--- src/rtl/sat_cnt.sv ---
// Saturating up-counter with synchronous clear; clear takes priority over increment.
module sat_cnt #(
  parameter int W = 16
) (
  input  logic         clk,
  input  logic         rst_n,
  input  logic         clr_i,
  input  logic         inc_i,
  output logic [W-1:0] count_o
);

  logic [W-1:0] count_q;
  logic [W-1:0] count_d;

  // Next count: clear wins, otherwise increment until all-ones and stick there.
  always_comb begin
    count_d = count_q;
    if (clr_i) begin
      count_d = '0;
    end else if (inc_i && (count_q != {W{1'b1}})) begin
      count_d = count_q + W'(1);
    end else begin
      count_d = count_q;
    end
  end

  // Count register.
  always_ff @(posedge clk or negedge rst_n) begin
    if (!rst_n) begin
      count_q <= '0;
    end else begin
      count_q <= count_d;
    end
  end

  assign count_o = count_q;

endmodule

--- config.mk ---
export PLATFORM = sky130hd
export DESIGN_NAME = sat_cnt
export DESIGN_NICKNAME = d
export VERILOG_FILES = /design/src/rtl/sat_cnt.sv
export SDC_FILE = /design/constraint.sdc
export NUM_CORES = 1
export LEC_CHECK = 0
export CAP_MARGIN = 5
export CORE_MARGIN = 3
export CORE_UTILIZATION = 35
export CTS_CLUSTER_SIZE = 20
export DETAILED_ROUTE_END_ITERATION = 12
export PLACE_DENSITY_LB_ADDON = 0.15
export SETUP_SLACK_MARGIN = 0.02
export SLEW_MARGIN = 10
export SYNTH_ARGS = -nofsm -noshare
export SYNTH_HDL_FRONTEND = slang
export SYNTH_SLANG_ARGS = --single-unit
--- constraint.sdc ---
create_clock -name clk -period 3.1 [get_ports clk]
set_input_delay 0.62 -clock clk [delete_from_list [all_inputs] [get_ports clk]]
set_output_delay 0.62 -clock clk [all_outputs]
set_load 0.05 [all_outputs]
==> results of run 1 <==
## cell families after synthesis
logic type | Yosys count
adders and majority gates | 1
and+or+nand+nor | 45
muxes | 4
buffers and inverters | 8
AOI/OAI and AO/OA | 24
DFF | 16
## cell usage after synthesis (2+ instances only)
cell type	instances
or3_1	2
o31ai_1	7
nand4_1	6
and4_2	2
or4_2	2
dfrtp_1	16
nor4_1	4
nor2_1	4
a21oi_1	11
nor2b_1	4
mux2_1	4
nand2_1	6
and3_1	2
o21ai_1	3
or4_1	5
inv_1	3
clkbuf_1	4
nand3_1	3
## per-layer routing
| layer | routed length, um | share of wire |
|---|---|---|
| met5 | 0 | 0 |
| met4 | 15 | 0.0071 |
| met3 | 66 | 0.031 |
| met1 | 994 | 0.47 |
| met2 | 1037 | 0.49 |
## metrics by stage
step | area (sq um) | utilization
2_1_floorplan | 942.2 | -
3_3_place_gp | 1151 | 0.4563
3_5_place_dp | 1151 | 0.4563
4_1_cts | 1174 | 0.4653
5_1_grt | 1174 | 0.4653
6_report | 1174 | 0.4653
## how the worst max path moves through the flow
stage / startpoint / endpoint / slack (ps) / cells past startpoint
after global routing: count_o[2] / count_o[2] / 780 / 1
after CTS: count_o[7] / count_o[7] / 830 / 1
after global placement: inc_i / count_o[3] / 780 / 4
after floorplan: count_o[0] / count_o[15] / 980 / 5
final: count_o[7] / count_o[7] / 850 / 1
after detailed placement: inc_i / count_o[3] / 740 / 4
## layout make-up
class,count,area share
flip-flops and latches,16,0.3412
clock buffers,3,0.01919
repair buffers,20,0.1684
well taps,30,0.03198
multi-input cells,74,0.4296
inverters,3,0.009595
## power groups by stage
stage                     combinational, mW  clock (mW)  sequential, mW
final                                0.0325       0.109           0.213
after global routing                 0.0364       0.123           0.214
after CTS                            0.0330       0.116           0.213
after detailed placement             0.0328           0           0.217
after global placement               0.0323           0           0.217
after floorplan                      0.0118           0           0.223
==> run_results.csv, run 1 <==
group,metric,value,unit
logic_synthesis,synth_simple_gate_area_share,0.3121,
power,power.internal,265.4,uW
floorplan,core_area,2522,sq um
worst_setup_path,crit_chain,"clkdlybuf4s50_1",
logic_synthesis,synth_cells,98,
global_routing,overflow,0,
logic_synthesis,synth_compound_area_frac,0.1620,
global_routing,grt_pass1_wl,3850,um
sta,drv_slew,0,
power,clockPowerShare,0.307,
sta,tightest_slew,742.3,ps
placement,port_buffers,19,
clock_tree,clk_pin_slew,90,ps
drt,antenna_left,0,
clock_tree,root_buffer,"clkbuf_4",
power,p_total,354.6,uW
sta,period_needed,2245,ps
clock_tree,insertion_delay,280,ps
cells_and_area,diodes,0,
worst_setup_path,worstSetupStartpointType,"flip-flop",
worst_setup_path,slowest_stage,"clkdlybuf4s50_1",
clock_tree,cts_hold_buf,0,
floorplan,rows,18,
placement,place_inst,143,
worst_setup_path,reg2reg_to,"count_o[3]",
drt,avgRoutedWirePerCell,14.48,um
logic_synthesis,synth.distinct_cells,28,
logic_synthesis,synthMuxAreaShare,0.04781,
cells_and_area,drive_gt1_frac,0.1121,
cells_and_area,mostFrequentLayoutCell,"clkdlybuf4s50_1",
floorplan,ios,20,
sta,fin_ws,854.9,ps
global_routing,grt_pass1_vias,816,
worst_setup_path,r2r-start,"count_o[0]",
sta,setup_viol,0,
sta,min_period_over_period,0.7242,
cells_and_area,layout.cells.non_filler,146,
logic_synthesis,ys_ff_latch,16,
logic_synthesis,synth_edf_count,0,
drt,drtPass1Iterations,4,
logic_synthesis,yosys_warnings,0,
drt,initialDrtViolationCount,16,
logic_synthesis,async_flop_share,1.000,
global_routing,gr-usage-all-layers,0.1474,
logic_synthesis,ys.flop_type,"dfrtp_1",
logic_synthesis,synth_top_area_frac,0.4250,
sta,fmax,445.4,MHz
cells_and_area,register_area,400.4,sq um
worst_setup_path,reg2reg_slack,1120,ps
logic_synthesis,netlist_area,942.2,sq um
worst_setup_path,crit_type,"flip-flop to output port",
global_routing,grt_util_met3,0.04677,
logic_synthesis,syn-num-nets,103,
power,combPwrFrac,0.092,
power,p_sw_frac,0.2516,
cells_and_area,final_nets,123,
cells_and_area,mostFrequentLayoutCells,"19 x clkdlybuf4s50_1, 16 x dfrtp_1, 11 x a21oi_1, 7 x o31ai_1",
drt,viasPerCell,5.842,
drt,drc,0,
status,status,"completed",
clock_tree,cts.sinks,16,
sta,slew_headroom,0.5036,
drt,vias,853,
clock_tree,cts_resized,0,
clock_tree,htree_levels,1,
job,cap_violations,0,
worst_setup_path,arrival,1630,ps
worst_hold_path,worstHoldStart,"count_o[10]",
sta,hold_violations,0,
floorplan,die_width,57.89,um
worst_setup_path,reg2regPathDepth,6,
worst_hold_path,min_path_cells,2,
drt,routed_wl,2114,um
logic_synthesis,synth_area_leaders,"dfrtp_1 42%, a21oi_1 5.8%, o31ai_1 5.6%",
global_routing,grt_use_met2,0.2452,
clock_tree,cts_tree,"done",
logic_synthesis,synth_top_cell_by_area,"dfrtp_1",
placement,place_congestion,0.7830,
cells_and_area,nFillCells,265,
placement,dp_hpwl,1503,um
power,p_sw,89.23,uW
placement,dp_slack,736.8,ps
worst_setup_path,crit_fanout,8,
worst_setup_path,critPathMaxStageDelay,850,ps
worst_setup_path,required,2480,ps
worst_hold_path,hp-class,"flip-flop to flip-flop",
logic_synthesis,synth_top_family_by_area,"simple AND/OR/NAND/NOR gates",
sta,fin_skew,5.970,ps
global_routing,grt_max_degree,23,
worst_setup_path,cp_top_family,"buffers and inverters",
sta,timing.hold.ws,607.1,ps
logic_synthesis,synthAdderAreaFrac,0.01328,
power,p_seq_frac,0.601,
logic_synthesis,synth_xor_area_frac,0,
cells_and_area,syn_to_final_growth,24.57,%
clock_tree,post-cts-setup-buffer-count,0,
sta,grt_setup_unrepaired,"false",
cells_and_area,largest_reg_flops,16,
clock_tree,cts.path.max_buffers,2,
worst_setup_path,cp_num_buf_inv,1,
floorplan,die_height,57.89,um
worst_hold_path,holdPathEnd,"count_o[10]",
global_routing,use_met1,0.1925,
cells_and_area,multi_input_area,504.2,sq um
power,ir_drop,0.0002482,V
floorplan,dieArea,3351,sq um
sta,tns,0,ps
power,powerDensity,302.2,nW/um^2
floorplan,initial_utilization,0.3735,
global_routing,top_usage_layer,"met2",
worst_setup_path,critPathCaptureType,"output port",
logic_synthesis,avgSynthCellArea,9.614,sq um
clock_tree,cts_buffers,3,
power,p_leak,0.4569,nW
logic_synthesis,seq_area_frac_synth,0.4250,
global_routing,antenna_found_initial,0,
No activity file was read; power rests on OpenSTA's default activity.
==> inputs of run 2 (changes only) <==
==> constraint.sdc (replaced) <==
create_clock -name clk -period 2.34 [get_ports clk]
set_input_delay 0.468 -clock clk [delete_from_list [all_inputs] [get_ports clk]]
set_output_delay 0.468 -clock clk [all_outputs]
set_load 0.05 [all_outputs]
==> run 2 against run 1 <==
- clock power grew 69%
- first-iteration DRC count is the same
- via count grew 0.82%
- global-route usage shrank 0.80 points
- cell area grew 1.8%
- die area is the same
- clock-buffer cell count grew 1
- final cell count grew 1.4%
- combinational power grew 35%
- total power grew 44%
- worst hold slack lost 10 ps
- critical path type unchanged
- highest routed layer unchanged
==> run_results.csv, run 2 (synthesis gave the netlist of run 1 again) <==
group,metric,value,unit
global_routing,grt_pass1_vias,821,
clock_tree,insertion_delay,280,ps
cells_and_area,diodes,0,
placement,dp_hpwl,1557,um
sta,tightest_slew,749.0,ps
sta,hold_violations,0,
cells_and_area,largest_reg_flops,16,
cells_and_area,nFillCells,259,
floorplan,dieArea,3351,sq um
worst_setup_path,crit_fanout,8,
status,status,"completed",
worst_setup_path,cp_top_family,"buffers and inverters",
clock_tree,htree_levels,1,
job,cap_violations,0,
global_routing,gr-usage-all-layers,0.1393,
clock_tree,post-cts-setup-buffer-count,0,
cells_and_area,final_area,1195,sq um
worst_hold_path,hp-class,"flip-flop to flip-flop",
sta,drv_slew,0,
sta,tns,0,ps
sta,fmax,478.7,MHz
floorplan,die_height,57.89,um
clock_tree,cts_buffers,3,
floorplan,initial_utilization,0.3735,
floorplan,core_area,2522,sq um
global_routing,grt_max_degree,23,
clock_tree,cts_hold_buf,0,
global_routing,grt_pass1_wl,3622,um
worst_hold_path,worstHoldStart,"count_o[14]",
sta,slew_headroom,0.4991,
worst_setup_path,required,1870,ps
worst_setup_path,critPathLaunch,"count_o[7]",
drt,drtPass1Iterations,4,
power,ir_drop,0.0002991,V
drt,viasPerCell,5.811,
sta,fin_skew,2.128,ps
clock_tree,cts_resized,0,
power,p_total,510.4,uW
clock_tree,cts_tree,"done",
placement,place_area,1159,sq um
drt,avgRoutedWirePerCell,14.53,um
worst_setup_path,arrival,1620,ps
drt,antenna_left,0,
worst_setup_path,crit_type,"flip-flop to output port",
worst_setup_path,critPathMaxStageDelay,850,ps
drt,initialDrtViolationCount,16,
sta,setup_viol,0,
drt,vias,860,
global_routing,antenna_found_initial,0,
cells_and_area,mostFrequentLayoutCells,"19 x clkdlybuf4s50_1, 16 x dfrtp_1, 11 x a21oi_1, 7 x o31ai_1",
clock_tree,clk_pin_slew,100,ps
power,powerDensity,427.2,nW/um^2
cells_and_area,syn_to_final_growth,26.83,%
sta,min_period_over_period,0.8928,
placement,place_congestion,0.7542,
cells_and_area,final_nets,124,
cells_and_area,drive_gt1_frac,0.1271,
worst_setup_path,crit_chain,"clkdlybuf4s50_1",
floorplan,die_width,57.89,um
floorplan,ios,20,
clock_tree,root_buffer,"clkbuf_4",
worst_setup_path,worstSetupStartpointType,"flip-flop",
sta,grt_setup_unrepaired,"false",
cells_and_area,multi_input_area,504.2,sq um
drt,routed_wl,2151,um
sta,period_needed,2089,ps
worst_setup_path,slowest_stage,"clkdlybuf4s50_1",
worst_setup_path,r2r-start,"count_o[0]",
drt,drc,0,
global_routing,overflow,0,
cells_and_area,mostFrequentLayoutCell,"clkdlybuf4s50_1",
clock_tree,cts.sinks,16,
floorplan,rows,18,
power,p_leak,0.4689,nW
cells_and_area,register_area,400.4,sq um
worst_setup_path,cp_num_buf_inv,1,
worst_setup_path,critPathCaptureType,"output port",
clock_tree,cts.path.max_buffers,2,
placement,port_buffers,19,
-- run 2: cell type report --
| cell class | instances | area share |
|---|---|---|
| clock buffers | 4 | 0.03037 |
| inverters | 3 | 0.009424 |
| multi-input cells | 74 | 0.4220 |
| flip-flops and latches | 16 | 0.3351 |
| well taps | 30 | 0.03141 |
| repair buffers | 21 | 0.1717 |
-- run 2: worst paths after layout --
| check | depth (start not counted) | endpoint | slack [ps] |
|---|---|---|---|
| worst max-delay path | 1 | count_o[7] | 250 |
| worst max register to register | 5 | count_o[15] | 420 |
| max in group asynchronous | 1 | count_o[2] | 1250 |
| worst min-delay path | 2 | count_o[14] | 600 |
| worst min register to register | 2 | count_o[14] | 600 |
| min in group asynchronous | 1 | count_o[15] | 620 |
-- run 2: worst register-to-register path, cell delays in order, from the launching register on --
cell and delay (ps):
dfrtp_1 430, ha_1 240, nand4_2 140, nor4_4 520
nor4_1 140, mux2_1 330
-- run 2: power by group --
group,switching [mW],internal [mW],leakage (nW)
clock network,0.0896,0.0946,0.0210
registers,0.00357,0.279,0.222
logic,0.0299,0.0140,0.226
-- run 2: stage by stage --
stage,worst slack (ps),util,cells,hold slack [ps]
2_1_floorplan,224.0,-,98,172.4
3_3_place_gp,182.0,0.4593,144,584.7
3_5_place_dp,130.9,0.4593,144,579.1
4_1_cts,227.4,0.4737,148,593.8
5_1_grt,186.4,0.4737,148,636.5
6_report,250.8,0.4737,148,596.6
-- run 2: layer usage --
layer | share of wire | GRT usage | vias up | routed length, um
met1 | 0.45 | 0.1742 | 414 | 973
li1 | - | - | 429 | -
met4 | 0.0098 | 0.04967 | 0 | 21
met5 | 0 | 0 | - | 0
met3 | 0.029 | 0.02673 | 2 | 62
met2 | 0.51 | 0.2387 | 15 | 1093
==> inputs of run 3 (changes only) <==
--- a/config.mk
+++ b/config.mk
@@ -16,3 +16,4 @@
 export SYNTH_ARGS = -nofsm -noshare
 export SYNTH_HDL_FRONTEND = slang
 export SYNTH_SLANG_ARGS = --single-unit
+export TNS_END_PERCENT = 20
==> results of run 3 <==
The final DEF is identical to that of run 2; final timing and power are the same.
